File: src/rtl/rv_ctrl_pkg.sv
// rtl/rv_ctrl_pkg.sv - shared states, opcodes, mux codes and per-state control decode for the multicycle controller
package rv_ctrl_pkg;

  typedef enum logic [3:0] {
    S_FETCH,
    S_DECODE,
    S_MEMADR,
    S_MEMREAD,
    S_MEMWB,
    S_MEMWRITE,
    S_EXECR,
    S_EXECI,
    S_ALUWB,
    S_BEQ,
    S_JAL,
    S_TRAP
  } state_t;

  localparam logic [6:0] OP_LW  = 7'b0000011;
  localparam logic [6:0] OP_SW  = 7'b0100011;
  localparam logic [6:0] OP_R   = 7'b0110011;
  localparam logic [6:0] OP_I   = 7'b0010011;
  localparam logic [6:0] OP_BEQ = 7'b1100011;
  localparam logic [6:0] OP_JAL = 7'b1101111;

  localparam logic [1:0] ALUOP_ADD  = 2'b00;
  localparam logic [1:0] ALUOP_SUB  = 2'b01;
  localparam logic [1:0] ALUOP_FUNC = 2'b10;

  localparam logic [2:0] ALU_ADD = 3'b000;
  localparam logic [2:0] ALU_SUB = 3'b001;
  localparam logic [2:0] ALU_AND = 3'b010;
  localparam logic [2:0] ALU_OR  = 3'b011;
  localparam logic [2:0] ALU_SLT = 3'b101;

  localparam logic [1:0] RES_ALUOUT    = 2'b00;
  localparam logic [1:0] RES_DATA      = 2'b01;
  localparam logic [1:0] RES_ALURESULT = 2'b10;

  localparam logic [1:0] SRCA_PC    = 2'b00;
  localparam logic [1:0] SRCA_OLDPC = 2'b01;
  localparam logic [1:0] SRCA_RS1   = 2'b10;

  localparam logic [1:0] SRCB_RS2  = 2'b00;
  localparam logic [1:0] SRCB_IMM  = 2'b01;
  localparam logic [1:0] SRCB_FOUR = 2'b10;

  localparam logic [1:0] IMM_I = 2'b00;
  localparam logic [1:0] IMM_S = 2'b01;
  localparam logic [1:0] IMM_B = 2'b10;
  localparam logic [1:0] IMM_J = 2'b11;

  // fetch marks the state whose ir_write/pc_update follow mem_ready
  typedef struct packed {
    logic       adr_src;
    logic       mem_write;
    logic       fetch;
    logic [1:0] result_src;
    logic [1:0] alu_src_a;
    logic [1:0] alu_src_b;
    logic [1:0] alu_op;
    logic       reg_write;
    logic       pc_update;
    logic       branch;
    logic       illegal;
  } ctrl_t;

  function automatic ctrl_t decode_state(state_t s);
    ctrl_t c;
    c = '0;
    case (s)
      S_FETCH: begin
        c.fetch      = 1'b1;
        c.alu_src_a  = SRCA_PC;
        c.alu_src_b  = SRCB_FOUR;
        c.alu_op     = ALUOP_ADD;
        c.result_src = RES_ALURESULT;
      end
      S_DECODE: begin
        c.alu_src_a = SRCA_OLDPC;
        c.alu_src_b = SRCB_IMM;
      end
      S_MEMADR: begin
        c.alu_src_a = SRCA_RS1;
        c.alu_src_b = SRCB_IMM;
      end
      S_MEMREAD: begin
        c.adr_src    = 1'b1;
        c.result_src = RES_ALUOUT;
      end
      S_MEMWB: begin
        c.result_src = RES_DATA;
        c.reg_write  = 1'b1;
      end
      S_MEMWRITE: begin
        c.adr_src    = 1'b1;
        c.result_src = RES_ALUOUT;
        c.mem_write  = 1'b1;
      end
      S_EXECR: begin
        c.alu_src_a = SRCA_RS1;
        c.alu_src_b = SRCB_RS2;
        c.alu_op    = ALUOP_FUNC;
      end
      S_EXECI: begin
        c.alu_src_a = SRCA_RS1;
        c.alu_src_b = SRCB_IMM;
        c.alu_op    = ALUOP_FUNC;
      end
      S_ALUWB: begin
        c.result_src = RES_ALUOUT;
        c.reg_write  = 1'b1;
      end
      S_BEQ: begin
        c.alu_src_a  = SRCA_RS1;
        c.alu_src_b  = SRCB_RS2;
        c.alu_op     = ALUOP_SUB;
        c.result_src = RES_ALUOUT;
        c.branch     = 1'b1;
      end
      S_JAL: begin
        c.alu_src_a  = SRCA_OLDPC;
        c.alu_src_b  = SRCB_FOUR;
        c.result_src = RES_ALUOUT;
        c.pc_update  = 1'b1;
      end
      S_TRAP:  c.illegal = 1'b1;
      default: c = '0;
    endcase
    return c;
  endfunction

  function automatic logic [1:0] imm_src_of(logic [6:0] op);
    case (op)
      OP_SW:   return IMM_S;
      OP_BEQ:  return IMM_B;
      OP_JAL:  return IMM_J;
      default: return IMM_I;
    endcase
  endfunction

endpackage

File: src/rtl/multicycle_control_if.sv
// rtl/multicycle_control_if.sv - controller-to-datapath bundle: instruction fields, flags and control outputs
interface multicycle_control_if #(
  parameter int CNT_W = 32
);
  logic [6:0]       op;
  logic [2:0]       funct3;
  logic             funct7b5;
  logic             zero;
  logic             mem_ready;
  logic             pc_write;
  logic             adr_src;
  logic             mem_write;
  logic             ir_write;
  logic [1:0]       result_src;
  logic [1:0]       alu_src_a;
  logic [1:0]       alu_src_b;
  logic [1:0]       imm_src;
  logic             reg_write;
  logic [2:0]       alu_control;
  logic             illegal;
  logic [CNT_W-1:0] instret;

  modport master (
    input  op, funct3, funct7b5, zero, mem_ready,
    output pc_write, adr_src, mem_write, ir_write, result_src, alu_src_a,
           alu_src_b, imm_src, reg_write, alu_control, illegal, instret
  );

  modport slave (
    output op, funct3, funct7b5, zero, mem_ready,
    input  pc_write, adr_src, mem_write, ir_write, result_src, alu_src_a,
           alu_src_b, imm_src, reg_write, alu_control, illegal, instret
  );
endinterface

File: src/rtl/alu_decoder.sv
// rtl/alu_decoder.sv - maps ALUOp, funct3, op[5] and funct7b5 to the ALU operation code
module alu_decoder
  import rv_ctrl_pkg::*;
(
  input  logic [1:0] alu_op,
  input  logic [2:0] funct3,
  input  logic       op_b5,
  input  logic       funct7b5,
  output logic [2:0] alu_control
);

  always_comb begin
    alu_control = ALU_ADD;
    case (alu_op)
      ALUOP_ADD: alu_control = ALU_ADD;
      ALUOP_SUB: alu_control = ALU_SUB;
      ALUOP_FUNC: begin
        case (funct3)
          // funct7b5 only means sub for register-register ops; addi ignores it
          3'b000:  alu_control = (op_b5 & funct7b5) ? ALU_SUB : ALU_ADD;
          3'b010:  alu_control = ALU_SLT;
          3'b110:  alu_control = ALU_OR;
          3'b111:  alu_control = ALU_AND;
          default: alu_control = ALU_ADD;
        endcase
      end
      default: alu_control = ALU_ADD;
    endcase
  end

endmodule

File: src/rtl/multicycle_control.sv
// rtl/multicycle_control.sv - multicycle RV32I-subset controller: sequencing FSM, registered control, retire counter
module multicycle_control
  import rv_ctrl_pkg::*;
#(
  parameter int CNT_W = 32
) (
  input logic                 clk,
  input logic                 rst,
  multicycle_control_if.master bus
);

  state_t           state_q, state_d;
  ctrl_t            ctrl_q, ctrl_d;
  logic [CNT_W-1:0] instret_q, instret_d;
  logic             retire;

  always_comb begin
    state_d = state_q;
    retire  = 1'b0;
    case (state_q)
      S_FETCH:   if (bus.mem_ready) state_d = S_DECODE;
      S_DECODE: begin
        case (bus.op)
          OP_LW, OP_SW: state_d = S_MEMADR;
          OP_R:         state_d = S_EXECR;
          OP_I:         state_d = S_EXECI;
          OP_BEQ:       state_d = S_BEQ;
          OP_JAL:       state_d = S_JAL;
          default:      state_d = S_TRAP;
        endcase
      end
      S_MEMADR:  state_d = (bus.op == OP_LW) ? S_MEMREAD : S_MEMWRITE;
      S_MEMREAD: if (bus.mem_ready) state_d = S_MEMWB;
      S_MEMWB: begin
        state_d = S_FETCH;
        retire  = 1'b1;
      end
      S_MEMWRITE: begin
        if (bus.mem_ready) begin
          state_d = S_FETCH;
          retire  = 1'b1;
        end
      end
      S_EXECR, S_EXECI: state_d = S_ALUWB;
      S_ALUWB, S_BEQ: begin
        state_d = S_FETCH;
        retire  = 1'b1;
      end
      S_JAL:   state_d = S_ALUWB;
      S_TRAP:  state_d = S_TRAP;
      default: state_d = S_FETCH;
    endcase
    instret_d = retire ? instret_q + CNT_W'(1) : instret_q;
    // outputs are decoded from the next state so they register in step with it
    ctrl_d = decode_state(state_d);
  end

  always_ff @(posedge clk or posedge rst) begin
    if (rst) begin
      state_q   <= S_FETCH;
      ctrl_q    <= decode_state(S_FETCH);
      instret_q <= '0;
    end else begin
      state_q   <= state_d;
      ctrl_q    <= ctrl_d;
      instret_q <= instret_d;
    end
  end

  alu_decoder u_alu_decoder (
    .alu_op      (ctrl_q.alu_op),
    .funct3      (bus.funct3),
    .op_b5       (bus.op[5]),
    .funct7b5    (bus.funct7b5),
    .alu_control (bus.alu_control)
  );

  // enables are gated by rst so nothing writes between rst rising and the flops clearing
  assign bus.ir_write   = ~rst & ctrl_q.fetch & bus.mem_ready;
  assign bus.pc_write   = ~rst & ((ctrl_q.fetch & bus.mem_ready) | ctrl_q.pc_update |
                                  (ctrl_q.branch & bus.zero));
  assign bus.mem_write  = ~rst & ctrl_q.mem_write;
  assign bus.reg_write  = ~rst & ctrl_q.reg_write;
  assign bus.illegal    = ~rst & ctrl_q.illegal;
  assign bus.adr_src    = ctrl_q.adr_src;
  assign bus.result_src = ctrl_q.result_src;
  assign bus.alu_src_a  = ctrl_q.alu_src_a;
  assign bus.alu_src_b  = ctrl_q.alu_src_b;
  assign bus.imm_src    = imm_src_of(bus.op);
  assign bus.instret    = instret_q;

endmodule

File: src/flat_wrapper.sv
// flat-port wrapper written by rule: the top's interface ports become plain ports
module multicycle_control_flat import rv_ctrl_pkg::*;
#(
  parameter int CNT_W = 32
)
  (clk, rst, bus_op, bus_funct3, bus_funct7b5, bus_zero, bus_mem_ready, bus_pc_write, bus_adr_src, bus_mem_write, bus_ir_write, bus_result_src, bus_alu_src_a, bus_alu_src_b, bus_imm_src, bus_reg_write, bus_alu_control, bus_illegal, bus_instret);
  multicycle_control_if #(.CNT_W(CNT_W)) bus_i ();
  input logic clk;
  input logic rst;
  input wire logic [$bits(bus_i.op)-1:0] bus_op;
  input wire logic [$bits(bus_i.funct3)-1:0] bus_funct3;
  input wire logic [$bits(bus_i.funct7b5)-1:0] bus_funct7b5;
  input wire logic [$bits(bus_i.zero)-1:0] bus_zero;
  input wire logic [$bits(bus_i.mem_ready)-1:0] bus_mem_ready;
  output wire logic [$bits(bus_i.pc_write)-1:0] bus_pc_write;
  output wire logic [$bits(bus_i.adr_src)-1:0] bus_adr_src;
  output wire logic [$bits(bus_i.mem_write)-1:0] bus_mem_write;
  output wire logic [$bits(bus_i.ir_write)-1:0] bus_ir_write;
  output wire logic [$bits(bus_i.result_src)-1:0] bus_result_src;
  output wire logic [$bits(bus_i.alu_src_a)-1:0] bus_alu_src_a;
  output wire logic [$bits(bus_i.alu_src_b)-1:0] bus_alu_src_b;
  output wire logic [$bits(bus_i.imm_src)-1:0] bus_imm_src;
  output wire logic [$bits(bus_i.reg_write)-1:0] bus_reg_write;
  output wire logic [$bits(bus_i.alu_control)-1:0] bus_alu_control;
  output wire logic [$bits(bus_i.illegal)-1:0] bus_illegal;
  output wire logic [$bits(bus_i.instret)-1:0] bus_instret;
  assign bus_i.op = bus_op;
  assign bus_i.funct3 = bus_funct3;
  assign bus_i.funct7b5 = bus_funct7b5;
  assign bus_i.zero = bus_zero;
  assign bus_i.mem_ready = bus_mem_ready;
  assign bus_pc_write = bus_i.pc_write;
  assign bus_adr_src = bus_i.adr_src;
  assign bus_mem_write = bus_i.mem_write;
  assign bus_ir_write = bus_i.ir_write;
  assign bus_result_src = bus_i.result_src;
  assign bus_alu_src_a = bus_i.alu_src_a;
  assign bus_alu_src_b = bus_i.alu_src_b;
  assign bus_imm_src = bus_i.imm_src;
  assign bus_reg_write = bus_i.reg_write;
  assign bus_alu_control = bus_i.alu_control;
  assign bus_illegal = bus_i.illegal;
  assign bus_instret = bus_i.instret;
  multicycle_control #(.CNT_W(CNT_W)) u_core (.clk(clk), .rst(rst), .bus(bus_i));
endmodule
File: config.mk
export PLATFORM = sky130hd
export DESIGN_NAME = multicycle_control_flat
export DESIGN_NICKNAME = d
export VERILOG_FILES = /design/src/rtl/rv_ctrl_pkg.sv /design/src/rtl/multicycle_control_if.sv /design/src/rtl/alu_decoder.sv /design/src/rtl/multicycle_control.sv /design/src/flat_wrapper.sv
export SDC_FILE = /design/constraint.sdc
export NUM_CORES = 1
export LEC_CHECK = 0
export BUFFER_PORTS_ARGS = -buffer_cell sky130_fd_sc_hd__buf_2
export CORE_UTILIZATION = 55
export CTS_CLUSTER_SIZE = 20
export DETAILED_ROUTE_END_ITERATION = 8
export PLACE_DENSITY = 0.85
export SLEW_MARGIN = 20
export SYNTH_ARGS = -nofsm -noshare
export SYNTH_HDL_FRONTEND = slang
export SYNTH_SLANG_ARGS = --single-unit
File: constraint.sdc
create_clock -name clk -period 3.9 [get_ports clk]
set_clock_uncertainty 0.2 [all_clocks]
set_input_delay 0.585 -clock clk [delete_from_list [all_inputs] [get_ports clk]]
set_output_delay 0.585 -clock clk [all_outputs]
set_load 0.005 [all_outputs]
# [Word level (Yosys, flattened, before mapping)]
# Index checks and enable logic that the tools add are counted.
[totals] reg_bits=51 input_bits=15 output_inout_bits=49 elab_cells=92
[classes] n_addsub=1 n_eq_ne=33 n_mux=22 n_bitwise=12 n_reduce_logical=11
[ops] cell="$pmux 4 s5" n=2
[ops] cell="$add 32x1->32 const B" n=1
[ops] cell="$eq 4x3->1 const B" n=8
[ops] cell="$eq 4x4->1 const B" n=8
[ops] cell="$pmux 4 s7" n=1
[ops] cell="$eq 4x2->1 const B" n=4
[ops] cell="$eq 7x6->1 const B" n=2
[ops] cell="$eq 7x7->1 const B" n=2
[ops] cell="$mux 4" n=3
[ops] cell="$pmux 3 s4" n=1
[ops] cell="$reduce_or 2->1" n=6
[ops] cell="$and 1x1->1" n=9
[ops] cell="$mux 1" n=9
[ops] cell="$eq 4x1->1 const B" n=2
[ops] cell="$logic_not 4->1" n=2
[ops] cell="$pmux 2 s2" n=2
[ops] cell="$eq 7x2->1 const B" n=1
[ops] cell="$eq 7x5->1 const B" n=1
[ops] cell="$eq 3x3->1 const B" n=2
[ops] cell="$pmux 2 s3" n=1
[ops] cell="$pmux 3 s2" n=1
[ops] cell="$reduce_or 3->1" n=2
[ops] cell="$eq 3x2->1 const B" n=1
[ops] cell="$logic_not 3->1" n=1
[ops] cell="other kinds (6)" n=7

# [Depth between registers and ports, before layout]
[depth] ltp_word=7 mapped_depth=7 depth_no_buf=5

# [Modules after synthesis]
# From an unflattened synthesis, not the netlist that was laid out.
[hier_totals] hier_cells=226 hier_area_um2=2482.4
[modules_own_cells] mod="multicycle_control" n_inst=1 cells_per_inst=215 area_per_inst_um2=2386.0 seq_area_each_um2=1253.7
[modules_own_cells] mod="alu_decoder" n_inst=1 cells_per_inst=11 area_per_inst_um2=96.3 seq_area_each_um2=0.0

# [Worst setup path after synthesis]
# No wires, ideal clock.
[synth_timing] path_kind="input -> output" start="input rst" end="output bus_pc_write" arrival_time_ns=2.077 required_time_ns=3.115 path_slack_ns=1.038 cell_stages=3 n_path_buf=0 cell_sequence="inv_1 and3_1 o21bai_1"
[synth_via] elab_chain_len=2
[synth_rtl] item="from (decl)" line="flat_wrapper.sv:9" text="input logic rst;"
[synth_rtl] item="$not 1->1" line="multicycle_control.sv:80" text="assign bus.pc_write = ~rst & ((ctrl_q.fetch & bus.mem_ready) | ctrl_q.pc_update |"
[synth_rtl] item="$and 1x1->1" line="multicycle_control.sv:80"
[synth_rtl] item="to (decl)" line="flat_wrapper.sv:15" text="output wire logic [$bits(bus_i.pc_write)-1:0] bus_pc_write;"
# Every way passes these cells.

# [Worst setup path in the final report]
[layout_timing] start="input bus_op[3]" end="output bus_imm_src[0]"
[layout_via] elab_chain_len=2 word_cells_on_any_way=4 cone_classes="eq/ne (3); mux (1)"
[layout_rtl] item="from (decl)" line="flat_wrapper.sv:10" text="input wire logic [$bits(bus_i.op)-1:0] bus_op;"
[layout_rtl] item="$eq 7x7->1 / $eq 7x6->1 (equally long branches)" line="rv_ctrl_pkg.sv:134" text="case (op)"
[layout_rtl] item="$pmux 2 s3 (*)" line="rv_ctrl_pkg.sv:134"
[layout_rtl] item="to (decl)" line="flat_wrapper.sv:22" text="output wire logic [$bits(bus_i.imm_src)-1:0] bus_imm_src;"
# Every way passes the cells marked *; elsewhere a longest branch is shown, timed or not.

==> out/metrics.csv <==
metric;value;unit
drive_above_1_share;0.292;
clk_pin_slew_worst_paths;0.09;ns
fmax;0.419;GHz
cp.arrival;1.60;ns
yosysWarnings;0;
grt_pass1_wl;7820;µm
synth-async-reset-ratio;1.00;
finalCriticalPeriod;2.39;ns
critPathSlowestCell;nand4bb_1;
critPathMaxStageDelay;0.30;ns
synth-adder-area-share;0.0150;
final_util;0.666;
htreeDepth;2;
regArea;1230;µm²
rows;24;
start_kind;input port;
start_util;0.576;
path_class;input port to output pin;
place_inst;345;
p_clk_frac;0.201;
die_y;69.5;µm
finalNonFillerCells;353;
antenna_left;0;
min_from;u_core.bus.instret[31]$_DFFE_PP0P_;
overflow;0;
place.gp.congestion;0.770;
syn_nets;258;
antenna_cells;0;
whs;0.267;ns
tightest_slew;0.623;ns
antenna_found_initial;0;
critical-path-top-delay-family;simple AND/OR/NAND/NOR gates;
synth_top_family_by_area;simple AND/OR/NAND/NOR gates;
clockBufferDepth;2;
crit_top_cell;buf_2;
cts_sinks;49;
synth_cells;240;
vias;1950;
reg2reg_slack;1.58;ns
post-route-period-util;0.612;
dieArea;4830;µm²
ys.flop_type;dfrtp_1;
layout.nets;318;
path_buf_inv;2;
cts_buffers;5;
reg2regPathDepth;5;
synth_xor_area_frac;0.108;
multi_input_area;1150;µm²
dpl.hpwl;3470;µm
synth-edff-count;0;
holdPathEnd;u_core.bus.instret[31]$_DFFE_PP0P_;
syn_to_final_growth;15.7;%
seq_power_share;0.490;
r2r_start;u_core.state_q[1]$_DFF_PP0_;
cp_max_fo;6;
synth_mux_area_frac;0.00449;
hold_depth;1;
cts_resized;0;
cts_root_buf;clkbuf_8;
power;1.44;mW
drt-initial-drc-count;102;
ys_seq_area_frac;0.490;
cts_tree;yes;
grt_pass1_vias;1761;
hp-class;flop to flop;
peakVddDrop;0.391;mV
switchingPower;0.493;mW
syn_area;2510;µm²
portBuffers;63;
cp_cell_sequence;buf_2 > nand4bb_1 > nor2_1 > a21oi_1 > nor3b_1 > buf_2;
grt_setup_unrepaired;no;
yosys_register_bits;49;
dr.pass1.iters;4;
die_w;69.5;µm
maxCapViolCount;0;
slew-limit-headroom;0.581;
status;completed;
synth-simple-area-share;0.275;
totalWireLength;4630;µm
post-cts-setup-buffers;0;
grtUsageTotal;0.203;
fill_cells;361;
endpoint_kind;output pin;
pin_count;64;
syn_avg_cell_area;10.4;µm²
cp-startpoint;bus_op[3];
internal-power;0.944;mW
hold_violations;0;
synth_compound_area_frac;0.0569;
cts_hold_buffers;0;
p_leak;1.47;nW
avgViaCountPerCell;5.52;
grt_start_max_net_pins;50;
core-area;4350;µm²
drv_slew;0;
switching_share;0.343;
setup_tns;0;ns
routedWlPerCell;13.1;µm
p_per_area;496;nW/µm²
finalSetupViolCount;0;
r2r_end;u_core.ctrl_q[3]$_DFF_PP0_;
required;3.12;ns
clock_latency;0.30;ns
power_frac_comb;0.309;
yosysUniqueCellTypes;52;
drc;0;
==> how the worst max path moves through the flow <==
stage / end / slack [ns] / cells after the start
after global routing: bus_imm_src[0] / 1.36 / 6
after detailed placement: bus_imm_src[0] / 1.51 / 6
after global placement: bus_imm_src[0] / 1.58 / 6
final: bus_imm_src[0] / 1.51 / 6
after CTS: bus_imm_src[0] / 1.50 / 6
after floorplan: bus_pc_write / 1.04 / 3
==> power by group through the flow <==
stage / Combinational [mW] / Clock [mW] / Sequential, mW
floorplan: 0.394 / 0 / 0.669
global placement: 0.434 / 0 / 0.708
detailed placement: 0.448 / 0 / 0.714
CTS: 0.451 / 0.300 / 0.705
global route: 0.495 / 0.323 / 0.723
finish: 0.444 / 0.289 / 0.704
==> kinds of logic (layout without fill, tap and decap cells) <==
group	after synthesis	count (layout)
flops	49	49
fa+ha+maj	3	3
simple gates	113	113
compound gates	20	20
mux	1	1
buf+inv	23	84
xor+xnor	31	31
==> cell usage after synthesis, types with 2 or more instances <==
library cell / count / area [µm²]
nor4b_1: 3 / 26.3
nor3_1: 10 / 50.1
nor4_1: 3 / 18.8
nand2b_1: 3 / 18.8
nand2_1: 19 / 71.3
and4_1: 3 / 26.3
xnor2_1: 18 / 158
nor3b_1: 3 / 22.5
o21ai_0: 6 / 30.0
nand3_1: 11 / 55.1
o31ai_1: 2 / 15.0
nand4_1: 12 / 75.1
nor2b_1: 7 / 43.8
inv_1: 12 / 45.0
and2b_1: 2 / 15.0
ha_1: 3 / 37.5
buf_4: 8 / 60.1
xor2_1: 13 / 114
buf_2: 2 / 10.0
a21oi_1: 4 / 20.0
and3_1: 2 / 12.5
dfstp_2: 2 / 52.6
nor2_1: 17 / 63.8
dfrtp_1: 47 / 1180
==> final cells by class <==
| cell class | instances | area share |
|---|---|---|
| Timing Repair Buffer | 64 | 0.111 |
| Clock buffer | 6 | 0.0250 |
| Tap cell | 52 | 0.0224 |
| Inverter | 12 | 0.0155 |
| Multi-Input combinational cell | 168 | 0.397 |
| Sequential cell | 49 | 0.424 |
| Clock inverter | 2 | 0.00475 |
==> state kept, by name (all words and copies together), names as in the netlist <==
name,count
u_core.bus.adr_src,1
u_core.bus.alu_src_a,2
u_core.state_q,4
u_core.bus.alu_src_b,2
u_core.bus.instret,32
u_core.bus.result_src,1
u_core.ctrl_q,7
==> metal layers <==
metal	global-route usage	wire, µm	up-vias
li1	-	-	954
met1	0.244	1970	943
met2	0.355	2430	46
met3	0.0451	167	7
met4	0.0726	65	0
met5	0	0	-
==> through the flow <==
| stage | cell area (µm²) | setup slack [ns] |
|---|---|---|
| after CTS | 2900 | 1.50 |
| after global placement | 2810 | 1.58 |
| after detailed placement | 2810 | 1.51 |
| after global routing | 2900 | 1.36 |
| final | 2900 | 1.51 |
| after floorplan | 2510 | 1.04 |
==> cells in the final DEF, fill, tap and decap left out, drive strengths merged, types with 2 or more instances in the layout <==
cell type / n
a21oi: 5
and2b: 3
and3: 3
and4: 3
buf: 64
clkbuf: 6
dfrtp: 47
dfstp: 2
ha: 3
inv: 13
nand2: 19
nand2b: 3
nand3: 11
nand4: 13
nor2: 17
nor2b: 7
nor3: 10
nor3b: 4
nor4: 4
nor4b: 4
o21ai: 6
o31ai: 2
xnor2: 18
xor2: 13
No activity file was read; power rests on OpenSTA's default activity.
